===== src/rtl/mem_bus_pkg.sv =====
// Shared definitions for the memory-access sequencer: FSM encoding,
// timeout read-fill constant and the default timeout depth.
package mem_bus_pkg;

  typedef enum logic [1:0] {
    IDLE = 2'd0,
    BUSY = 2'd1,
    DONE = 2'd2
  } state_t;

  // Value returned to the control unit when a read is abandoned
  localparam logic [31:0] TIMEOUT_FILL = 32'hDEAD_BEEF;

  // Default number of unacknowledged BUSY cycles before abandoning an access
  localparam int DEFAULT_TIMEOUT = 255;

endpackage


===== src/rtl/mem_bus_if.sv =====
// Memory-access sequencer between the control unit and the external bus.
// Converts level-held read/write requests into a single valid/ack bus
// transaction and issues a one-cycle ready pulse when it completes.
// Optional feature macro: MEM_BUS_IF_TIMEOUT_EN (abandon stalled accesses
// after TIMEOUT BUSY cycles and raise the sticky oErr flag).
module mem_bus_if
  import mem_bus_pkg::*;
#(
  parameter int AW      = 32,
  parameter int DW      = 32,
  parameter int TIMEOUT = DEFAULT_TIMEOUT
) (
  input  logic          iClk,
  input  logic          nRst,
  input  logic          iRead,
  input  logic          iWrite,
  input  logic [AW-1:0] iAddr,
  input  logic [DW-1:0] iWData,
  output logic          oRdy,
  output logic [DW-1:0] oRData,
  output logic [AW-1:0] oBusAddr,
  output logic [DW-1:0] oBusWData,
  output logic          oBusRE,
  output logic          oBusWE,
  input  logic          iBusAck,
  input  logic [DW-1:0] iBusRData,
  output logic          oErr
);

  if (TIMEOUT < 1) begin : g_bad_timeout
    $error("mem_bus_if: TIMEOUT must be at least 1");
  end

  state_t state, state_next;
  logic   lat_read, lat_write;
  logic   req;
  logic   expire;

  assign req = iRead | iWrite;

`ifdef MEM_BUS_IF_TIMEOUT_EN
  localparam int CW = $clog2(TIMEOUT + 1);

  logic [CW-1:0] wait_cnt;

  // Expiry fires on the TIMEOUT-th unacknowledged BUSY cycle; an ack wins
  assign expire = (state == BUSY) && !iBusAck && (wait_cnt == CW'(TIMEOUT - 1));

  // Count unacknowledged BUSY cycles, restarting for every new access
  always_ff @(posedge iClk or negedge nRst) begin
    if (!nRst) begin
      wait_cnt <= '0;
    end else if (state != BUSY) begin
      wait_cnt <= '0;
    end else if (!iBusAck) begin
      wait_cnt <= wait_cnt + 1'b1;
    end
  end

  // Sticky error flag, cleared only by reset
  always_ff @(posedge iClk or negedge nRst) begin
    if (!nRst) begin
      oErr <= 1'b0;
    end else if (expire) begin
      oErr <= 1'b1;
    end
  end
`else
  assign expire = 1'b0;
  assign oErr   = 1'b0;
`endif

  // State register
  always_ff @(posedge iClk or negedge nRst) begin
    if (!nRst) begin
      state <= IDLE;
    end else begin
      state <= state_next;
    end
  end

  // Next-state, ready and bus strobes; strobes depend only on state so
  // they drop the instant reset is asserted
  always_comb begin
    state_next = state;
    oRdy       = 1'b0;
    oBusRE     = 1'b0;
    oBusWE     = 1'b0;
    case (state)
      IDLE: begin
        oRdy = ~req;
        if (req) state_next = BUSY;
      end
      BUSY: begin
        oBusRE = lat_read;
        oBusWE = lat_write;
        if (iBusAck || expire) state_next = DONE;
      end
      DONE: begin
        oRdy       = 1'b1;
        state_next = IDLE;
      end
      default: state_next = IDLE;
    endcase
  end

  // Latch the request in IDLE (write wins a tie) and capture read data on ack
  always_ff @(posedge iClk or negedge nRst) begin
    if (!nRst) begin
      oBusAddr  <= '0;
      oBusWData <= '0;
      oRData    <= '0;
      lat_read  <= 1'b0;
      lat_write <= 1'b0;
    end else begin
      if (state == IDLE && req) begin
        oBusAddr  <= iAddr;
        oBusWData <= iWData;
        lat_write <= iWrite;
        lat_read  <= iRead & ~iWrite;
      end
      if (state == BUSY && lat_read) begin
        if (iBusAck) begin
          oRData <= iBusRData;
        end else if (expire) begin
          oRData <= DW'(TIMEOUT_FILL);
        end
      end
    end
  end

endmodule


===== config.mk =====
export PLATFORM = sky130hd
export DESIGN_NAME = mem_bus_if
export DESIGN_NICKNAME = d
export VERILOG_FILES = /design/src/rtl/mem_bus_pkg.sv /design/src/rtl/mem_bus_if.sv
export SDC_FILE = /design/constraint.sdc
export NUM_CORES = 1
export LEC_CHECK = 0
export CORE_MARGIN = 5
export CORE_UTILIZATION = 42
export DETAILED_ROUTE_END_ITERATION = 8
export PLACE_DENSITY = 0.95
export SLEW_MARGIN = 20
export SYNTH_ARGS = -nofsm -noshare
export SYNTH_HDL_FRONTEND = slang
export SYNTH_SLANG_ARGS = --single-unit

===== constraint.sdc =====
create_clock -name iClk -period 2.3 [get_ports iClk]
set_input_delay 0.345 -clock iClk [delete_from_list [all_inputs] [get_ports iClk]]
set_output_delay 0.345 -clock iClk [all_outputs]
set_load 0.05 [all_outputs]

==> results of run 1 <==
power by group through the flow:
stage / logic (mW) / clock network (mW) / registers [mW]
2_1_floorplan: 1.18 / 0 / 6.08
3_3_place_gp: 6.35 / 0 / 3.06
3_5_place_dp: 6.45 / 0 / 3.13
4_1_cts: 6.46 / 1.12 / 3.10
5_1_grt: 6.63 / 1.21 / 3.21
6_report: 6.39 / 1.08 / 3.08
logic make-up (layout without fill, tap and decap cells):
group / count (synthesis) / count (layout)
simple gates: 11 / 11
flops: 100 / 100
mux: 96 / 96
buf+inv: 10 / 215
other cells: 1 / 1
compound gates: 5 / 5
final cells by class:
class                           instances  area [µm²]
Clock buffer                           10         138
Clock inverter                          4        51.3
Fill cell                             620        2690
Multi-Input combinational cell        113        1210
Sequential cell                       100        2500
Tap cell                              108         135
Timing Repair Buffer                  201        2030
flip-flops by register name, indices dropped and copies added, names as in the netlist:
name / count
oBusWData: 32
lat_write: 1
oRData: 32
lat_read: 1
oBusAddr: 32
state: 2
worst min path at each step:
stage               start    endpoint  slack, ps  depth (start not counted)
floorplan            nRst    lat_read         50                          0
global placement     nRst  oRData[15]        440                          2
detailed placement   nRst  oRData[15]        450                          2
CTS                  nRst  oRData[15]         60                          2
global route         nRst  oRData[15]         70                          2
finish               nRst  oRData[15]         30                          2
worst register-to-register path, cell delays in order, from the launching register on:
cell     delay [ps]
dfrtp_1         440
and2b_2         290
nand3_4         370
mux2_2          430
stage by stage:
stage	cells	hold slack, ps	setup slack [ps]
final	536	30.2	417
after CTS	536	63.7	387
after global placement	522	440	392
after global routing	536	72.7	340
after floorplan	223	49.4	838
after detailed placement	522	448	340
layer usage:
metal | GRT usage | part of all wire | up-vias
met5 | 0 | 0 | -
met4 | 0.0557 | 0.016 | 0
met3 | 0.0801 | 0.11 | 12
met2 | 0.307 | 0.52 | 129
met1 | 0.186 | 0.35 | 1278
li1 | - | - | 1178
cells in the final DEF (no fill, tap or decap):
cell / instances
nand3_4: 1
clkinvlp_4: 1
nor2_1: 3
and2_2: 3
buf_4: 3
o21ai_4: 1
nand2_1: 1
nor2_4: 1
clkinv_2: 1
a22o_1: 1
a211oi_1: 1
mux2_4: 2
nor3_1: 1
a21oi_1: 2
clkinv_4: 1
buf_12: 3
conb_1: 1
clkdlybuf4s50_1: 195
bufinv_16: 1
dfrtp_1: 100
mux2_2: 94
clkbuf_8: 10
and2b_2: 1
==> impl_metrics.toml, run 1 <==
[drt]
ant_nets = 0
wl_per_cell_um = 17.9
drc = 0
via_count = 2597
via_per_inst = 4.85
wirelength_um = 9590
first_pass_iters = 3
drtIter0Drc = 40

[synth]
syn_nets = 324
synth_common_cells = "dfrtp_1, mux2_2, buf_4"
synth_cells = 223
synthXorXnorAreaFrac = 0
synth_simple_gate_area_frac = 0.0211
synth.top_cell.area_share = 0.658
synth_edf_count = 0
synthMuxAreaShare = 0.286
async_reset_ff_frac = 1.00
synth_top_family_by_area = "multiplexers"
synth-seq-cells = 100
yosysSeqAreaShare = 0.658
yosysWarnings = 0
synth_compound_area_frac = 0.00921
synth_top_flop_cell = "dfrtp_1"
synth.most_common_cell = "dfrtp_1"
yosys.area.top_type = "dfrtp_1"
synthTopCellsByArea = "dfrtp_1, mux2_2, buf_4, clkbuf_8, mux2_4"
synth_cell_types = 17
syn_area_per_cell_um2 = 17.1
synthesis.area_um2 = 3800
synthAdderAreaFrac = 0

[cts]
cts_resized = 0
path_clk_slew_ps = 100
cts_buffer_depth = 2
post_cts.repair.setup_buffers = 0
clock_latency_ps = 340
cts_root_buf = "clkbuf_8"
numCtsBuffers = 9
postCtsHoldBufs = 0
cts_tree = "done"
cts_sinks = 100
htreeDepth = 3

[power_and_ir_drop]
combinationalPowerShare = 0.605
power_mw = 10.6
p_sw_frac = 0.477
power_density_nw_per_um2 = 1740
switchingPower_mw = 5.04
ir_drop_uv = 1020
p_seq_frac = 0.292
p_int_mw = 5.52
leakagePower_nw = 2.53
p_clk_frac = 0.103

[die]
rows = 34
initial_core_util = 0.434
die_h_um = 105
die_area_um2 = 11100
fp.coreArea_um2 = 8760
dieWidth_um = 105
io_pins = 201

[placement]
dp_hpwl_um = 7410
postPlaceCellArea_um2 = 5890
portBuffers = 199
gp_congestion = 0.710

[critical_path]
cp-start-kind = "register"
cp_slowest_cell = "clkdlybuf4s50_1"
path_buf_inv = 1
crit_start = "oBusAddr[1]"
worst_path_largest_cell_delay_ps = 830
cp-end-kind = "primary output"
path_max_fanout = 2
worstSetupPathDepth = 1
worstReg2RegStart = "state[1]"
r2r_slack_ps = 660
cp_data_arrival_time_ps = 1540
critPathCapture = "oBusAddr[1]"
crit_required_ps = 1960
path_cells = "clkdlybuf4s50_1"
cp_top_family = "buffers and inverters"
reg2regPathDepth = 3
r2r-end = "oRData[10]"
path_class = "register to primary output"

[sta]
post-route-min-period_ps = 1880
rsz0062_at_grt = "false"
relSlewSlack = 0.641
max_slew.worst_pin.slew_ps = 537
clock_skew_ps = 13.3
hold_viol_final = 0
period_share = 0.819
tns_ps = 0
slew_viol_final = 0
timing.fmax_ghz = 0.531
setup_viol = 0

[cells_and_area]
fin_nets = 526
drive_gt1_frac = 0.287
final_area_um2 = 6080
syn_to_final_growth_pct = 59.7
post-route-util = 0.693
n_antenna_cell = 0

[global_route]
grt_antenna_before_repair = 0
grt_pass1_wl_um = 15500
overflow = 0
grt_max_degree = 101
grt_usage = 0.175
grt_pass1_vias = 3036

[worst_hold_path]
hold_path.class = "primary input to async pin"

[outcome]
status = "completed"

[job]
maxCapViolCount = 0
(Power assumes the default switching activity.)
==> run 2, diff against run 1 <==
--- a/config.mk
+++ b/config.mk
@@ -6,9 +6,9 @@
 export NUM_CORES = 1
 export LEC_CHECK = 0
 export CORE_MARGIN = 5
-export CORE_UTILIZATION = 42
+export CORE_UTILIZATION = 39
 export DETAILED_ROUTE_END_ITERATION = 8
-export PLACE_DENSITY = 0.95
+export PLACE_DENSITY = 0.91
 export SLEW_MARGIN = 20
 export SYNTH_ARGS = -nofsm -noshare
 export SYNTH_HDL_FRONTEND = slang
==> constraint.sdc (replaced) <==
create_clock -name iClk -period 1.97 [get_ports iClk]
set_input_delay 0.2955 -clock iClk [delete_from_list [all_inputs] [get_ports iClk]]
set_output_delay 0.2955 -clock iClk [all_outputs]
set_load 0.05 [all_outputs]
==> run 2 against run 1 <==
Effect of this change:
- power is 16% higher
- sequential share of layout area fell by 0.48 points
- global-route usage down 1.4 points
- cell area increased by 1.2%
- combinational power is 18% higher
- sequential cell count is the same
- wire length fell by 2.0%
- register-to-register slack worse by 190 ps
- worst setup slack got worse by 280 ps
- critical path type unchanged
- largest cell class unchanged
- highest routed layer unchanged
==> impl_metrics.toml, run 2 (synthesized netlist as in run 1, its figures left out) <==
[critical_path]
path_cells = "clkdlybuf4s50_1"
cp-end-kind = "primary output"
cp-start-kind = "register"
path_class = "register to primary output"
cp_slowest_cell = "clkdlybuf4s50_1"
worstReg2RegStart = "state[1]"
cp_data_arrival_time_ps = 1540
crit_required_ps = 1670
path_buf_inv = 1
cp_top_family = "buffers and inverters"
path_max_fanout = 2
crit_start = "oRData[26]"
worst_path_largest_cell_delay_ps = 830

[drt]
ant_nets = 0
via_count = 2619
drtIter0Drc = 44
via_per_inst = 4.64
first_pass_iters = 4
drc = 0
wl_per_cell_um = 16.6
wirelength_um = 9390

[die]
die_area_um2 = 11800
fp.coreArea_um2 = 9640
rows = 36
io_pins = 201
initial_core_util = 0.395
dieWidth_um = 109
die_h_um = 109

[cells_and_area]
syn_to_final_growth_pct = 61.6
fin_nets = 531
final_common_cell = "clkdlybuf4s50_1"
post-route-util = 0.638
reg_top3 = "oBusAddr (32), oBusWData (32), oRData (32)"
drive_gt1_frac = 0.282
mostFrequentLayoutCells = "clkdlybuf4s50_1, dfrtp_1, mux2_2"
n_antenna_cell = 0
nFillCells = 757

[global_route]
overflow = 0
grt_usage = 0.160
grt_max_degree = 47
grt_pass1_vias = 2931
grt_antenna_before_repair = 0
grt_pass1_wl_um = 14700

[cts]
path_clk_slew_ps = 80
cts_sinks = 100
htreeDepth = 3
clock_latency_ps = 340
cts_buffer_depth = 2
cts_root_buf = "clkbuf_8"
cts_tree = "done"
numCtsBuffers = 9
cts_resized = 0
post_cts.repair.setup_buffers = 0
postCtsHoldBufs = 1

[power_and_ir_drop]
power_density_nw_per_um2 = 1990
ir_drop_uv = 1300
leakagePower_nw = 2.54

[sta]
rsz0062_at_grt = "false"
hold_viol_final = 0
setup_viol = 0
period_share = 0.932
tns_ps = 0
clock_skew_ps = 3.91
max_slew.worst_pin.slew_ps = 542
post-route-min-period_ps = 1840
slew_viol_final = 0
timing.fmax_ghz = 0.544
relSlewSlack = 0.637

[worst_hold_path]
hold_path.class = "primary input to async pin"

[job]
maxCapViolCount = 0

[placement]
portBuffers = 199
gp_congestion = 0.706
dp_hpwl_um = 7240

[outcome]
status = "completed"
## run 2: changes by cell type in the layout (fill, tap and decap cells not counted)
cell           previous run  this run
buf_12                    3         7
bufinv_16                 1         0
clkbuf_1                  0         4
clkbuf_8                 10         9
clkinv_2                  1         0
clkinv_4                  1         0
clkinvlp_4                1         0
dlygate4sd3_1             0         1
## run 2: final cells by class
class | instances | area (µm²) | area share
clock buffer | 13 | 139 | 0.0226
tap | 133 | 166 | 0.0271
timing repair buffer | 206 | 2120 | 0.346
sequential | 100 | 2500 | 0.407
multi-input combinational | 113 | 1210 | 0.198
## run 2: through the flow
| stage | power [mW] | cells | setup WS [ps] | hold WS, ps | cell area (µm²) |
|---|---|---|---|---|---|
| floorplan | 8.49 | 223 | 572 | -0.0911 | 3800 |
| global placement | 11.1 | 551 | 145 | 309 | 6000 |
| detailed placement | 11.3 | 551 | 116 | 317 | 6000 |
| CTS | 12.4 | 565 | 91.7 | 468 | 6150 |
| global route | 12.8 | 565 | 64.0 | 500 | 6150 |
| finish | 12.2 | 565 | 133 | 470 | 6150 |
## run 2: path summary, 6_finish.rpt
check / endpoint / slack [ps] / cells past startpoint
min in group iClk: oRData[7] / 510 / 1
worst max register to register: oRData[14] / 470 / 4
worst min register to register: oRData[7] / 510 / 1
max in group asynchronous: oBusWData[8] / 850 / 3
worst max-delay path: oRData[26] / 130 / 1
worst min-delay path: oBusWData[12] / 470 / 2
## run 2: where the power goes
group          internal, mW  switching (mW)  total [mW]
Combinational          2.85            4.71        7.55
Sequential             3.07           0.538        3.61
Clock                 0.442           0.602        1.04
## run 2: routing by layer
metal	part of all wire	GRT usage
met5	0	0
met3	0.098	0.0568
met4	0.016	0.0685
met1	0.38	0.183
met2	0.51	0.273
## run 2: worst register-to-register path: cells and delay by family, from the launching register on
family	cells	cell delay [ps]
AND/OR/NAND/NOR	2	380
buffers and inverters	1	200
flip-flops	1	440
multiplexers	1	370
==> run 3, diff against run 2 <==
--- a/config.mk
+++ b/config.mk
@@ -5,9 +5,10 @@
 export SDC_FILE = /design/constraint.sdc
 export NUM_CORES = 1
 export LEC_CHECK = 0
-export CORE_MARGIN = 5
+export CORE_MARGIN = 2
 export CORE_UTILIZATION = 39
 export DETAILED_ROUTE_END_ITERATION = 8
+export GPL_TIMING_DRIVEN = 1
 export PLACE_DENSITY = 0.91
 export SLEW_MARGIN = 20
 export SYNTH_ARGS = -nofsm -noshare
==> run 3 against run 2 <==
Effect of this change:
- critical path depth unchanged
- register-to-register slack got worse by 20 ps
- the flow now finishes with violations (hold timing)
- fmax decreased by 0.55%
- clock skew increased by 1.4 ps
- cell count unchanged
- cell area increased by 1.0%
- sequential share of layout area decreased by 0.41 points
- wire length decreased by 2.8%
- utilization increased by 0.65 points
- critical endpoint is now oBusAddr[14]
- worst setup slack got worse by 10 ps
- clock power increased by 47%
- hold slack got worse by 490 ps
- highest routed layer unchanged
==> impl_metrics.toml, run 3 (synthesized netlist as in run 1, its figures left out) <==
[sta]
slew_viol_final = 0
whs_ps = -20.0
setup_viol = 0
hold_viol_final = 5
rsz0062_at_grt = "false"
relSlewSlack = 0.639
post-route-min-period_ps = 1850
timing.fmax_ghz = 0.541
max_slew.worst_pin.slew_ps = 539
tns_ps = 0
clock_skew_ps = 5.32
period_share = 0.937

[cts]
numCtsBuffers = 9
clock_latency_ps = 350
cts_root_buf = "clkbuf_8"
postCtsHoldBufs = 0
htreeDepth = 3
cts_resized = 0
cts_sinks = 100
cts_tree = "done"
cts_buffer_depth = 2
post_cts.repair.setup_buffers = 0
path_clk_slew_ps = 90

[placement]
dp_hpwl_um = 6930
portBuffers = 199
gp_congestion = 0.722

[die]
rows = 36
io_pins = 201
fp.coreArea_um2 = 9640
die_area_um2 = 10600
initial_core_util = 0.395
dieWidth_um = 103
die_h_um = 103

[cells_and_area]
multiInputGateArea_um2 = 1210
drive_gt1_frac = 0.294
n_antenna_cell = 0
syn_to_final_growth_pct = 63.3
fin_nets = 528
mostFrequentLayoutCells = "clkdlybuf4s50_1, dfrtp_1, mux2_2"
final_common_cell = "clkdlybuf4s50_1"
nFillCells = 741
reg_top3 = "oBusAddr (32), oBusWData (32), oRData (32)"
seq_area_um2 = 2500

[power_and_ir_drop]
combinationalPowerShare = 0.594
power_mw = 12.7
switchingPower_mw = 5.92
p_seq_frac = 0.285
power_density_nw_per_um2 = 2040
p_int_mw = 6.74
p_sw_frac = 0.468
ir_drop_uv = 1030
p_clk_frac = 0.121
leakagePower_nw = 2.57

[drt]
wl_per_cell_um = 16.2
drc = 0
ant_nets = 0
first_pass_iters = 4
wirelength_um = 9130
drtIter0Drc = 26
via_per_inst = 4.57
via_count = 2581

[global_route]
grt_antenna_before_repair = 0
grt_pass1_vias = 2723
grt_usage = 0.173
overflow = 0
grt_pass1_wl_um = 13800
grt_max_degree = 101

[critical_path]
cp-end-kind = "primary output"
cp_slowest_cell = "clkdlybuf4s50_1"
path_max_fanout = 2
cp-start-kind = "register"
path_buf_inv = 1
cp_top_family = "buffers and inverters"
path_class = "register to primary output"
crit_required_ps = 1670
cp_data_arrival_time_ps = 1550
worst_path_largest_cell_delay_ps = 830
path_cells = "clkdlybuf4s50_1"

[job]
maxCapViolCount = 0

[worst_hold_path]
hold_path.class = "primary input to async pin"

[outcome]
violations = "hold timing"
status = "finished with violations"
[run 3: layout make-up]
type	instances	area share
flip-flops and latches	100	0.403
repair buffers	203	0.336
multi-input cells	113	0.196
well taps	133	0.0268
clock buffers	9	0.0199
clock inverters	7	0.0185
[run 3: final timing paths]
check	startpoint	to	slack, ps	cells after the start
setup / recovery	oBusAddr[14]	oBusAddr[14]	120	1
hold / removal	nRst	oBusAddr[11]	-20	2
setup reg to reg	state[0]	oRData[2]	450	4
hold reg to reg	oRData[6]	oRData[6]	510	1
max in group asynchronous	nRst	oRData[21]	1580	2
min in group iClk	oRData[6]	oRData[6]	510	1
[run 3: stage by stage]
stage	cells	cell area, µm²	setup slack, ps	utilization
2_1_floorplan	223	3800	572	-
3_3_place_gp	549	5970	160	0.619
3_5_place_dp	549	5970	111	0.619
4_1_cts	565	6210	83.4	0.644
5_1_grt	565	6210	51.7	0.644
6_report	565	6210	123	0.644
[run 3: power groups by stage]
stage                     combinational (mW)  sequential (mW)  clock, mW
after CTS                               7.59             3.62       1.57
after detailed placement                7.57             3.66          0
after global routing                    7.82             3.74       1.65
after global placement                  7.45             3.57          0
after floorplan                         1.38             7.10          0
final                                   7.52             3.60       1.53
[run 3: metal layers]
metal | vias to the layer above | wire length (µm) | GRT usage
met5 | - | 0 | 0
met4 | 0 | 123 | 0.0698
met3 | 11 | 997 | 0.0698
met2 | 127 | 4710 | 0.306
met1 | 1257 | 3300 | 0.186
li1 | 1186 | - | -
